===== src/rtl/dma_cfg_ctrl.sv =====
// dma_cfg_ctrl: register-bus front-end that programs, launches and retires DMA transfers.
// Optional level completion interrupt is built when DMA_CFG_IRQ_EN is defined.
module dma_cfg_ctrl #(
  parameter int DATA_WIDTH = 32,
  parameter int TO_WIDTH   = 16
) (
  input  logic                  clk_i,
  input  logic                  rst_i,
  input  logic                  req_i,
  input  logic                  we_i,
  input  logic [2:0]            addr_i,
  input  logic [DATA_WIDTH-1:0] wdata_i,
  output logic [DATA_WIDTH-1:0] rdata_o,
  output logic                  rvalid_o,
  output logic [DATA_WIDTH-1:0] start_o,
  output logic [DATA_WIDTH-1:0] length_o,
  output logic [DATA_WIDTH-1:0] src_lsb_o,
  output logic [DATA_WIDTH-1:0] src_msb_o,
  output logic [DATA_WIDTH-1:0] dst_lsb_o,
  output logic [DATA_WIDTH-1:0] dst_msb_o,
  input  logic [DATA_WIDTH-1:0] valid_i,
  output logic [DATA_WIDTH-1:0] done_o,
  output logic                  irq_o
);

  localparam logic [DATA_WIDTH-1:0] ZERO    = {DATA_WIDTH{1'b0}};
  localparam logic [DATA_WIDTH-1:0] ONE     = {{(DATA_WIDTH-1){1'b0}}, 1'b1};
  localparam logic [TO_WIDTH-1:0]   TO_ZERO = {TO_WIDTH{1'b0}};
  localparam logic [TO_WIDTH-1:0]   TO_ONE  = {{(TO_WIDTH-1){1'b0}}, 1'b1};
  localparam logic [TO_WIDTH-1:0]   TO_MAX  = {TO_WIDTH{1'b1}};

  typedef enum logic [1:0] {
    ST_IDLE   = 2'd0,
    ST_LAUNCH = 2'd1,
    ST_WAIT   = 2'd2,
    ST_ACK    = 2'd3
  } state_t;

  state_t                state_r;
  logic                  start_r;
  logic                  done_r;
  logic [TO_WIDTH-1:0]   cnt_r;
  logic [TO_WIDTH-1:0]   timeout_r;
  logic [DATA_WIDTH-1:0] length_r;
  logic [DATA_WIDTH-1:0] src_lsb_r;
  logic [DATA_WIDTH-1:0] src_msb_r;
  logic [DATA_WIDTH-1:0] dst_lsb_r;
  logic [DATA_WIDTH-1:0] dst_msb_r;
  // sts_r[1]=LOAD_OK [2]=STORE_OK [3]=DONE [4]=DENIED [5]=TIMEOUT [6]=WR_ERR
  logic [6:1]            sts_r;
  logic                  rvalid_r;
  logic [DATA_WIDTH-1:0] rdata_r;

  logic                  busy_s;
  logic                  xfer_s;
  logic                  wr_s;
  logic                  go_s;
  logic                  cmd_wr_s;
  logic                  drop_s;
  logic                  launch_s;
  logic                  w1c_s;
  logic                  to_hit_s;
  logic                  irq_en_s;
  logic [6:1]            w1c_mask_s;
  logic [6:1]            sts_set_s;
  logic [DATA_WIDTH-1:0] rd_s;

  assign busy_s     = (state_r != ST_IDLE);
  assign xfer_s     = (state_r == ST_LAUNCH) || (state_r == ST_WAIT);
  assign wr_s       = req_i & we_i;
  assign go_s       = wr_s && (addr_i == 3'd0) && wdata_i[0];
  assign cmd_wr_s   = wr_s && (addr_i >= 3'd1) && (addr_i <= 3'd5);
  assign drop_s     = busy_s && (go_s || cmd_wr_s);
  assign launch_s   = go_s && !busy_s;
  assign w1c_s      = wr_s && (addr_i == 3'd6);
  assign w1c_mask_s = w1c_s ? wdata_i[6:1] : 6'b000000;
  assign to_hit_s   = (timeout_r != TO_ZERO) && (cnt_r == timeout_r);

  assign start_o   = start_r ? ONE : ZERO;
  assign done_o    = done_r ? ONE : ZERO;
  assign length_o  = length_r;
  assign src_lsb_o = src_lsb_r;
  assign src_msb_o = src_msb_r;
  assign dst_lsb_o = dst_lsb_r;
  assign dst_msb_o = dst_msb_r;
  assign rdata_o   = rdata_r;
  assign rvalid_o  = rvalid_r;

`ifdef DMA_CFG_IRQ_EN
  logic irq_en_r;

  // IRQ_EN follows any accepted CTRL write
  always_ff @(posedge clk_i) begin
    if (rst_i) begin
      irq_en_r <= 1'b0;
    end else if (wr_s && (addr_i == 3'd0) && !drop_s) begin
      irq_en_r <= wdata_i[1];
    end else begin
      irq_en_r <= irq_en_r;
    end
  end

  assign irq_en_s = irq_en_r;
  assign irq_o    = irq_en_r & (sts_r[3] | sts_r[5]);
`else
  assign irq_en_s = 1'b0;
  assign irq_o    = 1'b0;
`endif

  // Transfer sequencing: launch, wait for DMA progress, hold done until valid_i drops
  always_ff @(posedge clk_i) begin
    if (rst_i) begin
      state_r <= ST_IDLE;
      start_r <= 1'b0;
      done_r  <= 1'b0;
      cnt_r   <= TO_ZERO;
    end else begin
      case (state_r)
        ST_IDLE: begin
          done_r <= 1'b0;
          if (launch_s) begin
            state_r <= ST_LAUNCH;
            start_r <= 1'b1;
            cnt_r   <= TO_ZERO;
          end else begin
            state_r <= ST_IDLE;
            start_r <= 1'b0;
          end
        end
        ST_LAUNCH, ST_WAIT: begin
          cnt_r <= (cnt_r == TO_MAX) ? cnt_r : cnt_r + TO_ONE;
          if (valid_i[3] || to_hit_s) begin
            state_r <= ST_ACK;
            start_r <= 1'b0;
            done_r  <= 1'b1;
          end else if (valid_i[1]) begin
            state_r <= ST_WAIT;
            start_r <= 1'b0;
          end else begin
            state_r <= state_r;
          end
        end
        ST_ACK: begin
          if (valid_i == ZERO) begin
            state_r <= ST_IDLE;
            done_r  <= 1'b0;
          end else begin
            state_r <= ST_ACK;
          end
        end
        default: begin
          state_r <= ST_IDLE;
          start_r <= 1'b0;
          done_r  <= 1'b0;
        end
      endcase
    end
  end

  // Status bits raised by hardware this cycle; a timeout loses to a same-cycle done
  always_comb begin
    sts_set_s    = 6'b000000;
    sts_set_s[6] = drop_s;
    if (busy_s) begin
      sts_set_s[1] = valid_i[1];
      sts_set_s[2] = valid_i[2];
    end else begin
      sts_set_s[2:1] = 2'b00;
    end
    if (xfer_s && valid_i[3]) begin
      sts_set_s[4] = ~valid_i[2];
    end else if (xfer_s && to_hit_s) begin
      sts_set_s[5] = 1'b1;
    end else if ((state_r == ST_ACK) && (valid_i == ZERO)) begin
      sts_set_s[3] = 1'b1;
    end else begin
      sts_set_s[5:3] = 3'b000;
    end
  end

  // STATUS register: launch clears transfer bits, W1C clears, hardware sets win
  always_ff @(posedge clk_i) begin
    if (rst_i) begin
      sts_r <= 6'b000000;
    end else if (launch_s) begin
      sts_r <= {sts_r[6], 5'b00000};
    end else begin
      sts_r <= (sts_r & ~w1c_mask_s) | sts_set_s;
    end
  end

  // Command shadow registers, frozen while a transfer is in flight
  always_ff @(posedge clk_i) begin
    if (rst_i) begin
      length_r  <= ZERO;
      src_lsb_r <= ZERO;
      src_msb_r <= ZERO;
      dst_lsb_r <= ZERO;
      dst_msb_r <= ZERO;
      timeout_r <= TO_ZERO;
    end else begin
      if (cmd_wr_s && !busy_s) begin
        case (addr_i)
          3'd1:    length_r  <= wdata_i;
          3'd2:    src_lsb_r <= wdata_i;
          3'd3:    src_msb_r <= wdata_i;
          3'd4:    dst_lsb_r <= wdata_i;
          3'd5:    dst_msb_r <= wdata_i;
          default: length_r  <= length_r;
        endcase
      end
      if (wr_s && (addr_i == 3'd7)) begin
        timeout_r <= wdata_i[TO_WIDTH-1:0];
      end
    end
  end

  // Register read mux
  always_comb begin
    rd_s = ZERO;
    case (addr_i)
      3'd0:    rd_s[1]            = irq_en_s;
      3'd1:    rd_s               = length_r;
      3'd2:    rd_s               = src_lsb_r;
      3'd3:    rd_s               = src_msb_r;
      3'd4:    rd_s               = dst_lsb_r;
      3'd5:    rd_s               = dst_msb_r;
      3'd6:    rd_s[6:0]          = {sts_r, busy_s};
      3'd7:    rd_s[TO_WIDTH-1:0] = timeout_r;
      default: rd_s               = ZERO;
    endcase
  end

  // Single-cycle bus response; writes return zero data
  always_ff @(posedge clk_i) begin
    if (rst_i) begin
      rvalid_r <= 1'b0;
      rdata_r  <= ZERO;
    end else begin
      rvalid_r <= req_i;
      rdata_r  <= (req_i && !we_i) ? rd_s : ZERO;
    end
  end

endmodule


===== config.mk =====
export PLATFORM = sky130hd
export DESIGN_NAME = dma_cfg_ctrl
export DESIGN_NICKNAME = d
export VERILOG_FILES = /design/src/rtl/dma_cfg_ctrl.sv
export SDC_FILE = /design/constraint.sdc
export NUM_CORES = 1
export LEC_CHECK = 0
export BUFFER_PORTS_ARGS = -buffer_cell sky130_fd_sc_hd__buf_2
export CAP_MARGIN = 20
export CORE_UTILIZATION = 30
export CTS_CLUSTER_SIZE = 24
export DETAILED_ROUTE_END_ITERATION = 7
export PLACE_DENSITY = 0.54
export SLEW_MARGIN = 30
export SYNTH_ARGS = -nofsm -noshare
export SYNTH_HDL_FRONTEND = slang
export SYNTH_SLANG_ARGS = --single-unit

===== constraint.sdc =====
create_clock -name clk_i -period 3.6 [get_ports clk_i]
set_clock_uncertainty 0.15 [all_clocks]
set_input_delay 0.36 -clock clk_i [delete_from_list [all_inputs] [get_ports clk_i]]
set_output_delay 0.36 -clock clk_i [all_outputs]
set_load 0.1 [all_outputs]

; Yosys cells after proc, flatten, opt, wreduce, memory -nomap -nowiden
; Index checks and enable logic that the tools add are counted.
[classes]
add_sub_neg = 1
n_mul = 0
n_div = 0
order_cmp = 2
n_eq_ne = 17
n_shift = 0
mux = 30
bitwise = 6
reduce_logical = 36
[ops]
columns = cell, n
row1 = $pmux W16 S5, 1
row2 = $pmux W9 S6, 1
row3 = $pmux W5 S7, 1
row4 = $logic_not A32 Y1, 1
row5 = $mux W16, 2
row6 = $pmux W16 S2, 1
row7 = $add A16 B1 Y16 const B, 1
row8 = $eq A16 B16 Y1, 1
row9 = $eq A16 B16 Y1 const B, 1
row10 = $reduce_bool A16 Y1, 1
row11 = $logic_and A1 B1 Y1, 14
row12 = $mux W1, 14
row13 = $reduce_and A2 Y1, 7
row14 = $eq A3 B3 Y1 const B, 4
row15 = $mux W2, 4
row16 = $ne A2 B2 Y1 const B, 4
row17 = $pmux W1 S8, 1
row18 = $pmux W1 S7, 1
row19 = $and A6 B6 Y6, 1
row20 = $eq A3 B2 Y1 const B, 2
row21 = $mux W6, 1
row22 = $not A6 Y6, 1
row23 = $or A6 B6 Y6, 1
row24 = $pmux W2 S3, 1
row25 = 17 further kinds, 25
[totals]
reg_bits = 235
latch_bits = 0
mem_bits_rw = 0
rom_bits = 0
n_memories = 0

; Logic depth before layout (Yosys ltp)
[depth]
word_depth = 6
ltp_mapped = 9
mapped_depth_nobuf = 8

; Worst setup path before layout
; OpenSTA, ideal clock, no wires.
[synth_timing]
path_type = input to register
startpoint = in addr_i[2]
endpoint = reg rdata_r[21], in the netlist rdata_o[21]
arrival_ps = 1639
required_ps = 3370
path_slack_ps = 1730
path_stages = 8
path_buffers = 4
path_cell_list = buf_2 nor3_2 or3b_1 buf_2 or2_1 buf_6 buf_6 a211oi_2
[synth_between]
elab_chain_len = 2
elab_cells_between_ends = 6
classes_between = eq/ne: 5 / mux: 1
[synth_rtl]
columns = item, line_no
row1 = from (decl), 11  ; input logic [2:0] addr_i,
row2 = $eq A3 B3 Y1 (tied with other cells), 221  ; case (addr_i)
row3 = $pmux W16 S5 (*), 221
row4 = to (signal assigned), 241  ; rdata_r <= (req_i && !we_i) ? rd_s : ZERO;
row5 = to (decl), 52  ; logic [DATA_WIDTH-1:0] rdata_r;
; Every way passes the cells marked *; elsewhere a longest branch is shown, timed or not.
; A chain may end at the register's enable or synchronous reset.

; Worst setup path after layout
[layout_timing]
startpoint = reg state_r[0]
endpoint = reg dst_msb_r[24], in the netlist dst_msb_o[24]
[layout_between]
elab_chain_len = 4
[layout_rtl]
columns = item, line_no
row1 = from (decl), 39  ; state_t state_r;
row2 = from (signal assigned), 140  ; state_r <= state_r;
row3 = $reduce_bool A2 Y1, 68  ; assign busy_s = (state_r != ST_IDLE);
row4 = $logic_not A1 Y1, 202  ; if (cmd_wr_s && !busy_s) begin
row5 = $logic_and A1 B1 Y1, 202
row6 = $reduce_and A2 Y1 (no line), -
row7 = to (signal assigned), 208  ; 3'd5: dst_msb_r <= wdata_i;
row8 = to (decl), 48  ; logic [DATA_WIDTH-1:0] dst_msb_r;
; Every way passes these cells.

==> results.md <==
- Starting DRT DRC Count: 650
- Largest net degree at the start of global routing: 74
- Die width: 188 µm
- Ranking of synthesized cells by area: dfxtp_1 45%, nand2_1 14%, a21oi_1 10%
- Syn Inst Count: 1292
- Type of origin of the critical path: register
- Port Buffers: roughly 270
- Pleak: ~5.4 nW
- Clk root buf: clkbuf_16
- Fillers: around 3500
- Seq. cell area: 4700 µm²
- WL per Instance: around 19 µm
- Max VDD drop: just under 0.3 mV
- Total gr overflow: 0
- Total number of vias: between 9000 and 10000
- Final core utilization: 38.8%
- First-pass GRT wire length: around 58 mm
- WP data arrival: 2910 ps
- Setup TNS: 0 ps
- Post-cts sizing count: 0
- Clock Path Buffers: 3
- Main flop type after synthesis: dfxtp_1
- Worst slew pin tran: 952 ps
- Top Ports: 329
- Crit share post-route: about 74%
- Crit path capture: dst_msb_o[24]
- Clk pin slew, worst setup/hold paths: 60 ps
- Leading area contributor after synthesis: dfxtp_1
- # DRC: 0
- Vias/cell: between 4 and 5
- Crit path from: state_r[0]
- RSZ-0062 raised after global routing: false
- Vias in the first global route: slightly above 9000
- Reg-to-reg startpoint: state_r[0]
- Setup violations, final: 0
- Initial Util: a little under a third
- Met2 routed WL: 17.8 mm
- Slew Viols, Final: 0
- Synth-to-layout area growth: 26.3%
- DR pass1 iterations: 6
- CTS hold repair buffers: 27
- CTS tree: yes
- Htree depth: 1
- Post-CTS setup buffer count: 0
- Run status: completed
- Final nets: 1618
- MaxCap Viol Count: 0
- Syn avg cell area: 8.01 µm²
- Min-Delay Path Class: in -> reg
- Syn. warnings: 0
- FMAX: 0.376 GHz
- Cell row count: 67
- Core area: ~34000 µm²
- Mapped Area: just over 10000 µm²
- Initial antenna violation count: 0
- Max transition margin: about 37%
- Total CTS buffers: 28
- Met1 wire length: 17.0 mm
- Distinct cells, synth: 51
- Total track usage: 21.2%
- Worst Setup End Kind: register
- Met3 wire length: ~2.6 mm
- Worst R2R End: dst_msb_o[24]
- Detail Placement HPWL: about 27 mm
- Worst r2r path cells: 6
- Clk sink count: 235
- CP required: 3860 ps
- Crit Path Max Fanout: 32
- Die height: 188 µm
- Hold_sp: wdata_i[6]
- Worst reg-to-reg setup slack: 940 ps
- Final Hold Violating Endpoints: 0
- Layout cells sized above 1: 23.7%
- Final WL: between 30 and 40 mm
- Multi-input logic area: approximately 5000 µm²
- Type of the worst setup path: reg -> reg
- Sequential share of the synthesized area: 45.5%
- Share of the synthesized area in the top cell type: 45.5%
- DIE AREA: around 35000 µm²
- Max layer used: met4
- Post-layout min period: 2660 ps
- Asr flop ratio synth: 0%
- Worst-Skew Late Latency: 540 ps
- ANT cells: 0
- ANT nets after route: 0
- #FFs+latches synth: about 240
- PD cells: 493 nW/µm²
- GPL Wtd Cong: 0.864
- Number of flops mapped to enable cells by yosys: 0
-- cells in the mapped netlist (all sizes together) (2+ instances only) --
cell,number
nand4,9
a211oi,20
nor3,6
ha,4
and3,6
buf,93
and2,3
xor2,31
a221oi,22
a21oi,213
and4,2
mux2,13
mux2i,29
nor4,18
nor2,62
a222oi,3
a21o,2
nand2,377
a22o,7
o22ai,6
a22oi,9
nor2b,10
clkbuf,62
o21ai,5
nand2b,5
dfxtp,235
inv,5
mux4,3
nand3,18
-- critical path, cell delays in order, from the launching register on --
cell,delay (ps)
dfxtp_1,330
inv_1,80
ha_1,440
and3_1,360
nand3_2,750
nand2_1,310
a21oi_1,100
-- layout by cell type (no fill, tap or decap), types with 11 or more instances in the layout --
cell / synthesis / final
a221oi_1: 22 / 22
buf_4: 65 / 21
clkbuf_16: 0 / 29
dfxtp_1: 235 / 235
buf_2: 24 / 262
nand3_1: 18 / 15
xor2_1: 31 / 31
dlygate4sd3_1: 0 / 27
nor4_1: 18 / 18
mux2_2: 13 / 13
a21oi_1: 212 / 212
nand2_1: 377 / 377
mux2i_1: 29 / 29
a211oi_2: 11 / 11
conb_1: 1 / 63
nor2_1: 62 / 62
-- logic make-up (layout without fill, tap and decap cells) --
logic type / count (synthesis) / after routing / synth area share, %
AND/OR/NAND/NOR: 521 / 521 / 20.8
other: 1 / 63 / 0.0363
XOR/XNOR: 31 / 31 / 2.62
AO/OA/AOI/OAI: 295 / 295 / 17.1
buffers and inverters: 160 / 369 / 8.60
adder cells (fa/ha/maj): 4 / 4 / 0.484
multiplexers: 45 / 45 / 4.87
flip-flops: 235 / 235 / 45.5
-- through the flow --
| stage | std cells | setup WS [ps] | power (mW) | hold slack, ps | cell area (µm²) |
|---|---|---|---|---|---|
| 6_report | 2011 | 942 | 6.44 | 17.5 | 13100 |
| 5_1_grt | 2011 | 781 | 6.63 | 11.9 | 13100 |
| 3_5_place_dp | 1934 | 925 | 3.57 | 307 | 11800 |
| 2_1_floorplan | 1354 | 1730 | 3.43 | 280 | 10600 |
| 3_3_place_gp | 1934 | 1010 | 3.57 | 294 | 11800 |
| 4_1_cts | 2011 | 969 | 6.49 | 4.15 | 13100 |
-- layer usage --
layer  vias up  GRT usage [%]
met5         -              0
met4         0           6.79
met3        53           3.35
met2       382           34.8
met1      4717           28.3
li1       4759              -
-- state kept, by name (all words and copies together), names as in the netlist --
register   flops
start_r        1
timeout_r     16
done_r         1
sts_r          6
state_r        2
cnt_r         16
rvalid_o       1
src_msb_o     32
dst_msb_o     32
dst_lsb_o     32
src_lsb_o     32
rdata_o       32
length_o      32
-- power by group --
part           switching [mW]  internal (mW)  total (mW)
combinational           0.743          0.136       0.879
clock                    1.12           1.78        2.91
sequential             0.0264           2.63        2.66
-- worst min-delay path by stage --
stage / endpoint / cells past startpoint / slack [ps]
2_1_floorplan: rvalid_o / 1 / 280
3_3_place_gp: done_r / 2 / 290
3_5_place_dp: done_r / 2 / 310
4_1_cts: src_lsb_o[6] / 3 / 4
5_1_grt: src_lsb_o[6] / 3 / 10
6_report: dst_lsb_o[6] / 3 / 20
-- area by class of cell --
cell class                      count  area share [%]
Clock buffer                       40            6.25
Timing Repair Buffer              314            13.9
Inverter                            5           0.144
Sequential cell                   235            36.0
Tap cell                          448            4.29
Clock inverter                     10           0.996
Multi-Input combinational cell    959            38.5
Note: power is estimated with default switching activity, not from simulation.
